--- config.mk ---
export PLATFORM = sky130hd
export DESIGN_NAME = myproject_mul_arb_13s_13s_flat
export DESIGN_NICKNAME = d
export VERILOG_FILES = /design/src/rtl/myproject_mul_arb_pkg.sv /design/src/rtl/myproject_mul_arb_13s_13s_if.sv /design/src/rtl/myproject_mul_mul_13s_13s_26_1_1.sv /design/src/rtl/myproject_mul_arb_13s_13s.sv /design/src/flat_wrapper.sv
export SDC_FILE = /design/constraint.sdc
export NUM_CORES = 1
export LEC_CHECK = 0
export BUFFER_PORTS_ARGS = -buffer_cell sky130_fd_sc_hd__buf_2
export CAP_MARGIN = 20
export CORE_AREA = 2 2 147 149
export DETAILED_ROUTE_END_ITERATION = 12
export DIE_AREA = 0 0 149 151
export PLACE_DENSITY = 0.75
export SYNTH_ARGS = -nofsm -noshare
export SYNTH_HDL_FRONTEND = slang
export SYNTH_SLANG_ARGS = --single-unit
--- constraint.sdc ---
create_clock -name ap_clk -period 5.2 [get_ports ap_clk]
set_input_delay 0 -clock ap_clk [delete_from_list [all_inputs] [get_ports ap_clk]]
set_output_delay 0 -clock ap_clk [all_outputs]
set_load 0.005 [all_outputs]
--- src/rtl/myproject_mul_arb_pkg.sv ---
// Shared types and the round-robin pick helper for the myproject shared-multiplier arbiter.
// The helper is used only when MUL_ARB_ROUND_ROBIN_EN is defined.
package myproject_mul_arb_pkg;

  localparam int MUL_OP_W = 13;
  localparam int MUL_P_W  = 26;
  localparam int MAX_REQ  = 16;
  localparam int RR_IDX_W = 4;

  typedef logic signed [MUL_OP_W-1:0] mul_op_t;
  typedef logic signed [MUL_P_W-1:0]  mul_p_t;

  // Unused requester slots must be zero. Wrapping modulo MAX_REQ then gives the
  // same search order as wrapping modulo NUM_REQ.
  function automatic logic [RR_IDX_W-1:0] rr_pick(input logic [MAX_REQ-1:0]  valid,
                                                  input logic [RR_IDX_W-1:0] last);
    logic [RR_IDX_W-1:0] idx;
    logic                found;
    rr_pick = '0;
    found   = 1'b0;
    for (int k = 1; k <= MAX_REQ; k++) begin
      idx = last + RR_IDX_W'(k);
      if (!found && valid[idx]) begin
        rr_pick = idx;
        found   = 1'b1;
      end
    end
  endfunction

endpackage

--- src/rtl/myproject_mul_arb_13s_13s_if.sv ---
// Requester/result bundle of the shared-multiplier arbiter, plus debug visibility of its state.
interface myproject_mul_arb_13s_13s_if #(
  parameter int NUM_REQ = 4,
  parameter int ID_W    = $clog2(NUM_REQ)
);
  import myproject_mul_arb_pkg::*;

  // Handshake rules:
  // - A beat transfers on a rising edge where valid and ready are both high.
  // - A requester holds valid and its operands until it sees ready.
  // - Valid never depends on ready.
  // - req_ready is combinational from req_valid and res_ready. It is one-hot or all zero.
  logic [NUM_REQ-1:0]          req_valid;
  logic [NUM_REQ-1:0]          req_ready;
  logic [NUM_REQ*MUL_OP_W-1:0] req_a;
  logic [NUM_REQ*MUL_OP_W-1:0] req_b;
  logic                        res_valid;
  logic                        res_ready;
  logic [MUL_P_W-1:0]          res_p;
  logic [ID_W-1:0]             res_id;
  logic [ID_W-1:0]             dbg_last_id;
  logic                        dbg_s1_valid;

  modport master (
    output req_valid, req_a, req_b, res_ready,
    input  req_ready, res_valid, res_p, res_id, dbg_last_id, dbg_s1_valid
  );

  modport slave (
    input  req_valid, req_a, req_b, res_ready,
    output req_ready, res_valid, res_p, res_id, dbg_last_id, dbg_s1_valid
  );
endinterface

--- src/rtl/myproject_mul_mul_13s_13s_26_1_1.sv ---
// Combinational signed multiplier core.
// It produces the full-width product of two signed operands.
module myproject_mul_mul_13s_13s_26_1_1 #(
  parameter int din0_WIDTH = 13,
  parameter int din1_WIDTH = 13,
  parameter int dout_WIDTH = 26
) (
  input  logic [din0_WIDTH-1:0] din0,
  input  logic [din1_WIDTH-1:0] din1,
  output logic [dout_WIDTH-1:0] dout
);
  logic signed [dout_WIDTH-1:0] a_ext;
  logic signed [dout_WIDTH-1:0] b_ext;

  assign a_ext = dout_WIDTH'($signed(din0));
  assign b_ext = dout_WIDTH'($signed(din1));
  assign dout  = a_ext * b_ext;
endmodule

--- src/rtl/myproject_mul_arb_13s_13s.sv ---
// Shared 13s x 13s multiplier arbiter: an S1 operand register, the multiplier, and an S2 result register.
// MUL_ARB_ROUND_ROBIN_EN selects round-robin grants; without it, grants are fixed priority (lowest index wins).
module myproject_mul_arb_13s_13s
  import myproject_mul_arb_pkg::*;
#(
  parameter int NUM_REQ = 4,
  parameter int ID_W    = $clog2(NUM_REQ)
) (
  input logic                          ap_clk,
  input logic                          ap_rst_n,
  myproject_mul_arb_13s_13s_if.slave   bus
);

  logic            s1_valid;
  mul_op_t         s1_a;
  mul_op_t         s1_b;
  logic [ID_W-1:0] s1_id;
  logic [ID_W-1:0] last_id;
  logic [ID_W-1:0] grant_id;
  mul_op_t         grant_a;
  mul_op_t         grant_b;
  logic            adv2;
  logic            acc;
  logic            xfer;
  logic [MUL_P_W-1:0] prod;

  assign adv2 = s1_valid && (!bus.res_valid || bus.res_ready);
  assign acc  = !s1_valid || adv2;
  // Gating with ap_rst_n keeps req_ready low during reset.
  assign xfer = ap_rst_n && acc && (|bus.req_valid);

`ifdef MUL_ARB_ROUND_ROBIN_EN
  logic [MAX_REQ-1:0]  valid_ext;
  logic [RR_IDX_W-1:0] last_ext;

  always_comb begin
    valid_ext = MAX_REQ'(bus.req_valid);
    last_ext  = RR_IDX_W'(last_id);
    grant_id  = ID_W'(rr_pick(valid_ext, last_ext));
  end
`else
  always_comb begin
    grant_id = '0;
    for (int i = NUM_REQ - 1; i >= 0; i--) begin
      if (bus.req_valid[i]) grant_id = ID_W'(i);
    end
  end
`endif

  assign grant_a = bus.req_a[int'(grant_id)*MUL_OP_W +: MUL_OP_W];
  assign grant_b = bus.req_b[int'(grant_id)*MUL_OP_W +: MUL_OP_W];

  always_comb begin
    bus.req_ready = '0;
    if (xfer) bus.req_ready[grant_id] = 1'b1;
  end

  // S1 operand register and the last-grant pointer
  always_ff @(posedge ap_clk or negedge ap_rst_n) begin
    if (!ap_rst_n) begin
      s1_valid <= 1'b0;
      s1_a     <= '0;
      s1_b     <= '0;
      s1_id    <= '0;
      last_id  <= ID_W'(NUM_REQ - 1);
    end else if (xfer) begin
      s1_valid <= 1'b1;
      s1_a     <= grant_a;
      s1_b     <= grant_b;
      s1_id    <= grant_id;
      last_id  <= grant_id;
    end else if (adv2) begin
      s1_valid <= 1'b0;
    end
  end

  myproject_mul_mul_13s_13s_26_1_1 #(
    .din0_WIDTH(MUL_OP_W),
    .din1_WIDTH(MUL_OP_W),
    .dout_WIDTH(MUL_P_W)
  ) u_mul (
    .din0(s1_a),
    .din1(s1_b),
    .dout(prod)
  );

  // S2 result register
  always_ff @(posedge ap_clk or negedge ap_rst_n) begin
    if (!ap_rst_n) begin
      bus.res_valid <= 1'b0;
      bus.res_p     <= '0;
      bus.res_id    <= '0;
    end else if (adv2) begin
      bus.res_valid <= 1'b1;
      bus.res_p     <= prod;
      bus.res_id    <= s1_id;
    end else if (bus.res_ready) begin
      bus.res_valid <= 1'b0;
    end
  end

  assign bus.dbg_last_id  = last_id;
  assign bus.dbg_s1_valid = s1_valid;

endmodule

--- src/flat_wrapper.sv ---
// flat-port wrapper written by rule: the top's interface ports become plain ports
module myproject_mul_arb_13s_13s_flat import myproject_mul_arb_pkg::*;
#(
  parameter int NUM_REQ = 4,
  parameter int ID_W    = $clog2(NUM_REQ)
)
  (ap_clk, ap_rst_n, bus_req_valid, bus_req_a, bus_req_b, bus_res_ready, bus_req_ready, bus_res_valid, bus_res_p, bus_res_id, bus_dbg_last_id, bus_dbg_s1_valid);
  myproject_mul_arb_13s_13s_if #(.NUM_REQ(NUM_REQ), .ID_W(ID_W)) bus_i ();
  input logic ap_clk;
  input logic ap_rst_n;
  input wire logic [$bits(bus_i.req_valid)-1:0] bus_req_valid;
  input wire logic [$bits(bus_i.req_a)-1:0] bus_req_a;
  input wire logic [$bits(bus_i.req_b)-1:0] bus_req_b;
  input wire logic [$bits(bus_i.res_ready)-1:0] bus_res_ready;
  output wire logic [$bits(bus_i.req_ready)-1:0] bus_req_ready;
  output wire logic [$bits(bus_i.res_valid)-1:0] bus_res_valid;
  output wire logic [$bits(bus_i.res_p)-1:0] bus_res_p;
  output wire logic [$bits(bus_i.res_id)-1:0] bus_res_id;
  output wire logic [$bits(bus_i.dbg_last_id)-1:0] bus_dbg_last_id;
  output wire logic [$bits(bus_i.dbg_s1_valid)-1:0] bus_dbg_s1_valid;
  assign bus_i.req_valid = bus_req_valid;
  assign bus_i.req_a = bus_req_a;
  assign bus_i.req_b = bus_req_b;
  assign bus_i.res_ready = bus_res_ready;
  assign bus_req_ready = bus_i.req_ready;
  assign bus_res_valid = bus_i.res_valid;
  assign bus_res_p = bus_i.res_p;
  assign bus_res_id = bus_i.res_id;
  assign bus_dbg_last_id = bus_i.dbg_last_id;
  assign bus_dbg_s1_valid = bus_i.dbg_s1_valid;
  myproject_mul_arb_13s_13s #(.NUM_REQ(NUM_REQ), .ID_W(ID_W)) u_core (.ap_clk(ap_clk), .ap_rst_n(ap_rst_n), .bus(bus_i));
endmodule
==> flow_metrics.py, run 1 <==
metrics = {
    "detailed_routing": {
        "vias_per_cell": 5.09,
        "initialDrtViolationCount": 461,
        "dr.pass1.iters": 5,
        "wl_per_cell_um": 15.9,
        "dr_total_vias": 8277,
        "drt_wl_total_mm": 25.8,
        "ant_nets": 0,
        "drc": 0,
    },
    "logic_synthesis": {
        "postSynthCellCount": 1121,
        "synthMuxAreaShare_pct": 0.726,
        "synth_compound_area_share_pct": 8.03,
        "ys_ff_latch": 60,
        "synth_edf_count": 0,
        "synthDistinctLibCells": 49,
        "synth_xor_area_share_pct": 2.22,
        "synth_area_um2": 9470,
        "synth_ff_type": "dfrtp_1",
        "synth_nets": 1461,
        "synth_top_family_by_area": "adder cells",
        "synth-warning-count": 0,
        "synthSimpleGateAreaFrac_pct": 21.1,
        "yosys.area_share.adder_pct": 43.1,
        "synth.top_cell.area_share_pct": 34.2,
        "avgSynthCellArea_um2": 8.45,
        "synthTopCellsByArea": "fa_1 34%, dfrtp_1 15%, nand2_1 12%",
        "postSynth.asyncResetShare_pct": 100,
        "yosys.area.top_type": "fa_1",
        "yosysSeqAreaShare_pct": 15.9,
    },
    "global_routing": {
        "antenna_found_initial": 0,
        "grt_pass1_vias": 8345,
        "grt_use_total_pct": 22.5,
        "grt_max_degree": 63,
        "grt_pass1_wl_mm": 40.0,
        "gr-total-overflow": 0,
    },
    "cells_and_area": {
        "fin_nets": 1686,
        "fin_cells": 1626,
        "drive_gt1_share_pct": 28.4,
        "diodes": 0,
        "syn_to_final_growth_pct": 28.5,
    },
    "clocking": {
        "cts.reportedPaths.clkPinSlew_ps": 60,
        "clkSinkCount": 60,
        "cts_buffer_depth": 2,
        "cts.htree.levels": 3,
        "numCtsBuffers": 9,
        "tritoncts": "done",
        "insertion_delay_ps": 350,
        "ctsRootBufferMaster": "clkbuf_16",
    },
    "floorplanning": {
        "boundaryPins": 147,
        "initial_core_util_pct": 45.5,
        "core_area_um2": 20800,
        "rows": 53,
        "fp.dieW_um": 149,
        "die_h_um": 151,
        "die_area_um2": 22500,
    },
    "run": {
        "drv_cap": 0,
    },
    "critical_path": {
        "crit_start": "u_core.s1_b[2]",
        "cp_cell_sequence": "and2_4 -> inv_1 -> fa_2 -> buf_4 -> buf_4 -> inv_1 -> fa_2 -> fa_1 -> fa_2 -> fa_1 -> ha_4 -> ha_1 -> a21oi_1 -> o21ai_1 -> a41oi_4 -> o22a_1 -> xnor2_1 -> o21ai_1",
        "max_stage_delay_ps": 590,
        "crit_top_cell": "fa_2",
        "cp_data_required_time_ps": 5410,
        "slowest_stage": "fa_2",
        "worstSetupPathType": "register to register",
        "start_kind": "register",
        "r2r_start": "u_core.s1_b[2]",
        "rr_worst_depth": 18,
        "endpoint_kind": "register",
        "crit_fanout": 6,
        "crit_arrival_ps": 5550,
    },
    "sta": {
        "worst_slack_ps": -139,
        "tightest_slew_ps": 982,
        "relSlewSlack_pct": 34.5,
        "rsz0062_at_grt": "yes",
        "period_minus_slack_ps": 5340,
        "final_max_slew_viol_count": 0,
        "final_hold_viol_count": 0,
        "max_freq_mhz": 187,
        "finalCritPeriodShare_pct": 103,
        "final.setup_skew_ps": 8.59,
        "finalSetupViolCount": 9,
    },
    "placed_design": {
        "gp_congestion": 0.918,
        "hpwl_mm": 20.2,
        "dp_cells": 1588,
        "port_buffers": 146,
    },
    "worst_hold_path": {
        "holdPathStages": 5,
        "holdCritStartpoint": "bus_req_a[26]",
        "min_path_type": "input port to register",
    },
    "outcome": {
        "outcome": "finished, violations left",
        "violations": "setup timing",
    },
}
[Yosys cell counts, drive strengths merged, types with 3 or more instances]
cell type,instances
nand4,3
o31ai,5
nor4,4
clkbuf,47
xnor2,19
o21ai,84
and2,76
buf,10
a31oi,3
nand2b,9
fa,162
xor2,5
mux2,4
nand2,294
or3,3
ha,67
nor2,15
inv,168
dfrtp,58
nand3,31
nor3,6
a21oi,15
a21o,10
[routing by layer]
| layer | global-route usage [%] | vias up | routed length [um] |
|---|---|---|---|
| met1 | 28.5 | 4037 | 10400 |
| met5 | 0 | - | 0 |
| li1 | - | 3892 | - |
| met3 | 4.04 | 54 | 1500 |
| met2 | 39.7 | 294 | 13200 |
| met4 | 6.29 | 0 | 663 |
[per-stage QoR]
step                util, %  instance area, um2  worst slack (ps)  hold slack, ps  TNS (ps)
finish                 58.5               12200              -139            38.7      -698
CTS                    56.7               11800             -71.1            38.7      -310
global placement       53.9               11200              -130            -132      -581
global route           58.5               12200              -281            51.5     -2350
floorplan                 -                9570             -16.2            -296     -16.2
detailed placement     53.9               11200              -262            -134     -1680
[state kept, by name, indices dropped and copies added (netlist names)]
name	count
u_core.s1_a	13
u_core.bus.dbg_last_id	2
u_core.bus.res_id	2
u_core.s1_id	2
u_core.bus.dbg_s1_valid	1
u_core.s1_b	13
u_core.bus.res_valid	1
u_core.bus.res_p	26
[layout make-up]
type | instances | area [um2]
clock buffers | 9 | 225
fillers | 1727 | 8650
flip-flops and latches | 60 | 1520
inverters | 168 | 631
clock inverters | 7 | 81.3
well taps | 275 | 344
multi-input cells | 836 | 7630
repair buffers | 271 | 1750
[repair_timing]
action / in CTS / in global routing
hold buffers: 5 / 0
pin swaps: 22 / 37
endpoints found under the setup margin: 10 / 13
hold endpoints to repair: 7 / 0
resized for setup: 42 / 64
setup buffers: 9 / 8
[kinds of logic after synthesis]
family,count (synthesis)
compound gates,128
xor+xnor,24
fa+ha+maj,229
buf+inv,225
flops,60
mux,6
simple gates,449
[final timing paths]
check                                        to  slack (ps)
max                        u_core.bus.res_p[25]        -140
min                              u_core.s1_a[0]          40
max reg2reg                u_core.bus.res_p[25]        -140
min reg2reg                u_core.bus.res_id[1]         470
max in group asynchronous        u_core.s1_a[8]        4120
min in group asynchronous   u_core.bus.res_p[9]          50
[cells in the final DEF (no fill, tap or decap), drive strengths merged, types with 4 or more instances in the layout]
| master | instances |
|---|---|
| xor2 | 5 |
| nor2 | 15 |
| o21ai | 84 |
| and2 | 76 |
| dfrtp | 58 |
| nor4 | 4 |
| fa | 162 |
| nand3 | 31 |
| nor3 | 6 |
| mux2 | 4 |
| nand2b | 9 |
| dlygate4sd3 | 5 |
| a21o | 10 |
| clkbuf | 9 |
| ha | 67 |
| a21oi | 15 |
| inv | 171 |
| o31ai | 5 |
| xnor2 | 19 |
| buf | 266 |
| nand2 | 294 |
[critical path: cells and delay by family (launching register included)]
family / cells / cell delay (ps)
adder cells (fa/ha/maj): 7 / 3010
AND/OR/NAND/NOR: 1 / 170
flip-flops: 1 / 450
buffers and inverters: 4 / 420
XOR/XNOR: 1 / 110
AO/OA/AOI/OAI: 5 / 1000
Power of run 1 is left out: the tool's default activity adds up to more than one toggle a clock period on the data nets, which glitch-free logic cannot reach.
==> run 2, diff against run 1 <==
==> constraint.sdc (replaced) <==
create_clock -name ap_clk -period 5.2 [get_ports ap_clk]
set_input_delay 0.26 -clock ap_clk [delete_from_list [all_inputs] [get_ports ap_clk]]
set_output_delay 0.26 -clock ap_clk [all_outputs]
set_load 0.005 [all_outputs]
==> flow_metrics.py, run 2 (same netlist as run 1, synthesis figures left out) <==
metrics = {
    "critical_path": {
        "rrSetupSlack_ps": -60,
        "start_kind": "register",
        "worstSetupPathType": "register to register",
        "r2r-end": "u_core.bus.res_p[22]",
        "rr_worst_depth": 17,
        "crit_arrival_ps": 5490,
        "cp_data_required_time_ps": 5430,
        "endpoint_kind": "register",
        "r2r_start": "u_core.s1_a[5]",
        "crit_fanout": 4,
    },
    "cells_and_area": {
        "multi_input_area_um2": 7510,
        "largest_register_ffs": 26,
        "seqCellArea_um2": 1520,
        "syn_to_final_growth_pct": 26.0,
        "final_cell_area_um2": 11900,
        "fin_nets": 1677,
        "drive_gt1_share_pct": 26.8,
        "fin_cells": 1617,
        "final_common_cell": "nand2_1",
        "largest_registers": "u_core.bus.res_p: 26 flops, u_core.s1_a: 13 flops, u_core.s1_b: 13 flops",
        "regMostFlops": "u_core.bus.res_p",
        "final_cell_mix": "290 x nand2_1, 161 x inv_1, 156 x fa_1, 147 x buf_2, 108 x buf_4",
        "nFillCells": 1788,
        "diodes": 0,
    },
    "floorplanning": {
        "initial_core_util_pct": 45.5,
        "die_h_um": 151,
        "die_area_um2": 22500,
        "core_area_um2": 20800,
        "rows": 53,
        "boundaryPins": 147,
        "fp.dieW_um": 149,
    },
    "clocking": {
        "insertion_delay_ps": 350,
        "ctsRootBufferMaster": "clkbuf_16",
        "numCtsBuffers": 9,
        "tritoncts": "done",
        "cts.reportedPaths.clkPinSlew_ps": 60,
        "cts_buffer_depth": 2,
        "cts.htree.levels": 3,
        "clkSinkCount": 60,
        "ctsHoldBuffers": 0,
    },
    "detailed_routing": {
        "drt_wl_total_mm": 25.4,
        "dr_total_vias": 8136,
        "initialDrtViolationCount": 460,
        "vias_per_cell": 5.03,
        "wl_per_cell_um": 15.7,
        "dr.pass1.iters": 7,
        "ant_nets": 0,
        "drc": 0,
    },
    "worst_hold_path": {
        "min_path_type": "input port to register",
        "holdPathStages": 3,
        "hold_end": "u_core.bus.dbg_s1_valid",
        "holdCritStartpoint": "bus_req_valid[2]",
    },
    "global_routing": {
        "grt_max_degree": 63,
        "grt_use_total_pct": 23.6,
        "grt_pass1_vias": 8518,
        "antenna_found_initial": 0,
        "gr-total-overflow": 0,
        "grt_pass1_wl_mm": 41.3,
    },
    "sta": {
        "worst_slack_ps": -59.2,
        "final_max_slew_viol_count": 0,
        "final_hold_viol_count": 0,
        "relSlewSlack_pct": 34.3,
        "rsz0062_at_grt": "yes",
        "period_minus_slack_ps": 5260,
        "max_freq_mhz": 190,
        "final.setup_skew_ps": 7.43,
        "finalCritPeriodShare_pct": 101,
        "finalSetupViolCount": 8,
        "tightest_slew_ps": 986,
    },
    "outcome": {
        "outcome": "finished, violations left",
        "violations": "setup timing",
    },
    "placed_design": {
        "dp_cells": 1588,
        "port_buffers": 146,
        "place_ws_ps": -288,
        "place_area_um2": 11200,
        "gp_congestion": 0.899,
        "hpwl_mm": 20.5,
    },
    "run": {
        "drv_cap": 0,
    },
}
run 2: changes by cell type in the layout (fill, tap and decap cells not counted), moves of 3 or more:
cell           delta
a21oi_2           -3
buf_6             -4
dlygate4sd3_1     -5
o21ai_0           +4
a21oi_1           +3
fa_1              +6
ha_1              +3
fa_2              -6
run 2: timing repair:
item,CTS,global route
setup endpoints to repair,11,13
pin swaps,14,18
resized for setup,48,24
setup buffers,10,2
run 2: worst max path at each step:
stage	startpoint	endpoint	slack, ps	cells past startpoint
after global placement	u_core.s1_b[1]	u_core.bus.res_p[23]	-140	17
final	u_core.s1_a[5]	u_core.bus.res_p[22]	-60	17
after global routing	u_core.s1_a[12]	u_core.bus.res_p[25]	-240	19
after floorplan	u_core.s1_b[1]	u_core.bus.res_p[22]	-20	18
after CTS	u_core.s1_a[5]	u_core.bus.res_p[22]	-70	20
after detailed placement	u_core.s1_b[2]	u_core.bus.res_p[23]	-290	17
run 2: per-layer routing:
layer  vias up  global-route usage, %  wire length [um]
li1       3880                      -                 -
met1      3906                   29.4             10200
met2       297                   40.8             12800
met3        53                   3.86              1420
met4         0                   10.3               949
met5         -                      0                 0
run 2: critical path, stage by stage, from the launching register on:
cell	delay (ps)
dfrtp_1	420
and2_4	160
fa_1	600
inv_2	50
fa_1	560
inv_2	50
fa_1	470
fa_1	530
fa_1	430
fa_1	430
ha_4	260
nand2_2	60
nand2_1	50
a21o_1	180
a21oi_2	180
o31ai_4	110
a311o_1	290
mux2_4	290
run 2: final cells by class:
| type | instances | share of cell area, % |
|---|---|---|
| multi-input cells | 836 | 62.9 |
| inverters | 168 | 5.30 |
| well taps | 275 | 2.88 |
| clock buffers | 9 | 1.89 |
| flip-flops and latches | 60 | 12.7 |
| repair buffers | 262 | 13.8 |
| clock inverters | 7 | 0.482 |
run 2: per-stage QoR:
| stage | setup TNS [ps] | hold slack (ps) | util (%) |
|---|---|---|---|
| 2_1_floorplan | -16.2 | -35.6 | - |
| 3_3_place_gp | -692 | 447 | 53.9 |
| 3_5_place_dp | -1860 | 460 | 53.9 |
| 4_1_cts | -336 | 167 | 56.5 |
| 5_1_grt | -2330 | 178 | 57.3 |
| 6_report | -316 | 174 | 57.3 |
Power of run 2 is left out for the same reason.
==> run 3, diff against run 2 <==
Settings changed: CELL_PAD_IN_SITES_DETAIL_PLACEMENT set to 1, CELL_PAD_IN_SITES_GLOBAL_PLACEMENT set to 1, CORE_AREA 2 2 147 149 to 2 2 157 159, DIE_AREA 0 0 149 151 to 0 0 159 161, PLACE_DENSITY 0.75 to 0.84.
==> flow_metrics.py, run 3 (same netlist as run 1, synthesis figures left out) <==
metrics = {
    "clocking": {
        "insertion_delay_ps": 360,
        "ctsRootBufferMaster": "clkbuf_16",
        "cts.htree.levels": 3,
        "cts.reportedPaths.clkPinSlew_ps": 60,
        "cts_buffer_depth": 2,
        "tritoncts": "done",
        "numCtsBuffers": 9,
        "clkSinkCount": 60,
    },
    "sta": {
        "finalSetupViolCount": 14,
        "finalCritPeriodShare_pct": 106,
        "tightest_slew_ps": 1200,
        "final_hold_viol_count": 0,
        "period_minus_slack_ps": 5530,
        "relSlewSlack_pct": 18.7,
        "final.setup_skew_ps": 9.41,
        "final_max_slew_viol_count": 0,
        "max_freq_mhz": 181,
        "rsz0062_at_grt": "yes",
        "worst_slack_ps": -326,
    },
    "critical_path": {
        "crit_top_cell": "fa_1",
        "crit_start": "u_core.s1_b[1]",
        "rrSetupSlack_ps": -330,
        "start_kind": "register",
        "endpoint_kind": "register",
        "max_stage_delay_ps": 540,
        "cp_data_required_time_ps": 5440,
        "r2r_start": "u_core.s1_b[1]",
        "crit_arrival_ps": 5760,
        "slowest_stage": "fa_1",
        "rr_worst_depth": 20,
        "cp_cell_sequence": "buf_6 -> and2_4 -> fa_1 -> inv_1 -> fa_1 -> inv_2 -> fa_1 -> inv_2 -> fa_1 -> inv_2 -> fa_1 -> ha_4 -> ha_4 -> a21o_1 -> a21oi_2 -> nand2_2 -> a31oi_4 -> o31a_2 -> nor4_2 -> or3_1",
        "worstSetupPathType": "register to register",
        "crit_fanout": 7,
    },
    "floorplanning": {
        "initial_core_util_pct": 39.5,
        "fp.dieW_um": 159,
        "die_h_um": 161,
        "rows": 57,
        "die_area_um2": 25600,
        "core_area_um2": 24000,
        "boundaryPins": 147,
    },
    "global_routing": {
        "grt_use_total_pct": 24.1,
        "grt_pass1_vias": 9773,
        "antenna_found_initial": 0,
        "grt_max_degree": 56,
        "grt_pass1_wl_mm": 48.5,
        "gr-total-overflow": 0,
    },
    "detailed_routing": {
        "drc": 0,
        "vias_per_cell": 5.10,
        "dr_total_vias": 8525,
        "dr.pass1.iters": 4,
        "drt_wl_total_mm": 30.8,
        "initialDrtViolationCount": 361,
        "ant_nets": 0,
        "wl_per_cell_um": 18.4,
    },
    "cells_and_area": {
        "nFillCells": 2918,
        "fin_nets": 1684,
        "final_common_cell": "nand2_1",
        "final_cell_area_um2": 11900,
        "syn_to_final_growth_pct": 25.4,
        "fin_cells": 1673,
        "regMostFlops": "u_core.bus.res_p",
        "multi_input_area_um2": 7340,
        "diodes": 0,
        "final_cell_mix": "292 x nand2_1, 164 x inv_1, 157 x fa_1, 146 x buf_2, 116 x buf_4",
        "largest_register_ffs": 26,
        "drive_gt1_share_pct": 25.3,
        "fin_util_pct": 49.6,
        "largest_registers": "u_core.bus.res_p: 26 flops, u_core.s1_a: 13 flops, u_core.s1_b: 13 flops",
        "seqCellArea_um2": 1510,
    },
    "placed_design": {
        "hpwl_mm": 24.6,
        "port_buffers": 146,
        "place_ws_ps": -376,
        "gp_congestion": 0.852,
        "dp_cells": 1649,
        "place_area_um2": 11300,
    },
    "worst_hold_path": {
        "holdCritStartpoint": "bus_res_ready",
        "min_path_type": "input port to register",
        "holdPathStages": 3,
    },
    "run": {
        "drv_cap": 0,
    },
    "outcome": {
        "outcome": "finished, violations left",
        "violations": "setup timing",
    },
}
-- run 3: cell types whose count changed in the layout (fill, tap and decap cells not counted), sizes merged --
cell,previous run,this run
bufinv,0,1
clkinv,0,4
buf,262,268
clkinvlp,3,0
inv,172,170
dlygate4sd3,0,1
-- run 3: through the flow --
stage	setup TNS (ps)	hold WS, ps
after detailed placement	-3130	274
after CTS	-1900	231
after global routing	-5790	271
final	-2550	233
after floorplan	-16.2	-35.6
after global placement	-855	268
-- run 3: worst max-delay path, delay by kind of cell, from the launching register on --
family	cells	cell delay, ps
flops	1	430
simple gates	4	700
compound gates	4	840
buf+inv	5	360
fa+ha+maj	7	3070
-- run 3: final timing paths --
path,end
max,u_core.bus.res_p[18]
min,u_core.bus.dbg_s1_valid
max reg2reg,u_core.bus.res_p[18]
min reg2reg,u_core.bus.res_p[5]
max in group asynchronous,u_core.s1_b[5]
min in group asynchronous,u_core.bus.res_p[14]
-- run 3: area by class of cell --
class | count | share of cell area (%)
Inverter | 168 | 5.31
Sequential cell | 60 | 12.7
Clock buffer | 9 | 1.90
Clock inverter | 7 | 0.632
Timing Repair Buffer | 269 | 14.2
Multi-Input combinational cell | 836 | 61.8
Tap cell | 324 | 3.41
-- run 3: routing by layer --
layer  vias up  GRT usage, %  part of all wire (%)
met5         -             0                     0
met4         0          13.8                   5.5
met3        96          4.52                   4.1
met2       243          44.5                    54
met1      4296          25.9                    37
li1       3890             -                     -
-- run 3: repair_timing --
item,4_1_cts,5_1_grt
setup endpoints to repair,14,15
buffers inserted,4,2
endpoints found under the hold margin,16,0
pin swaps,16,8
resized for setup,36,11
hold buffers,1,0
Power of run 3 is left out for the same reason.
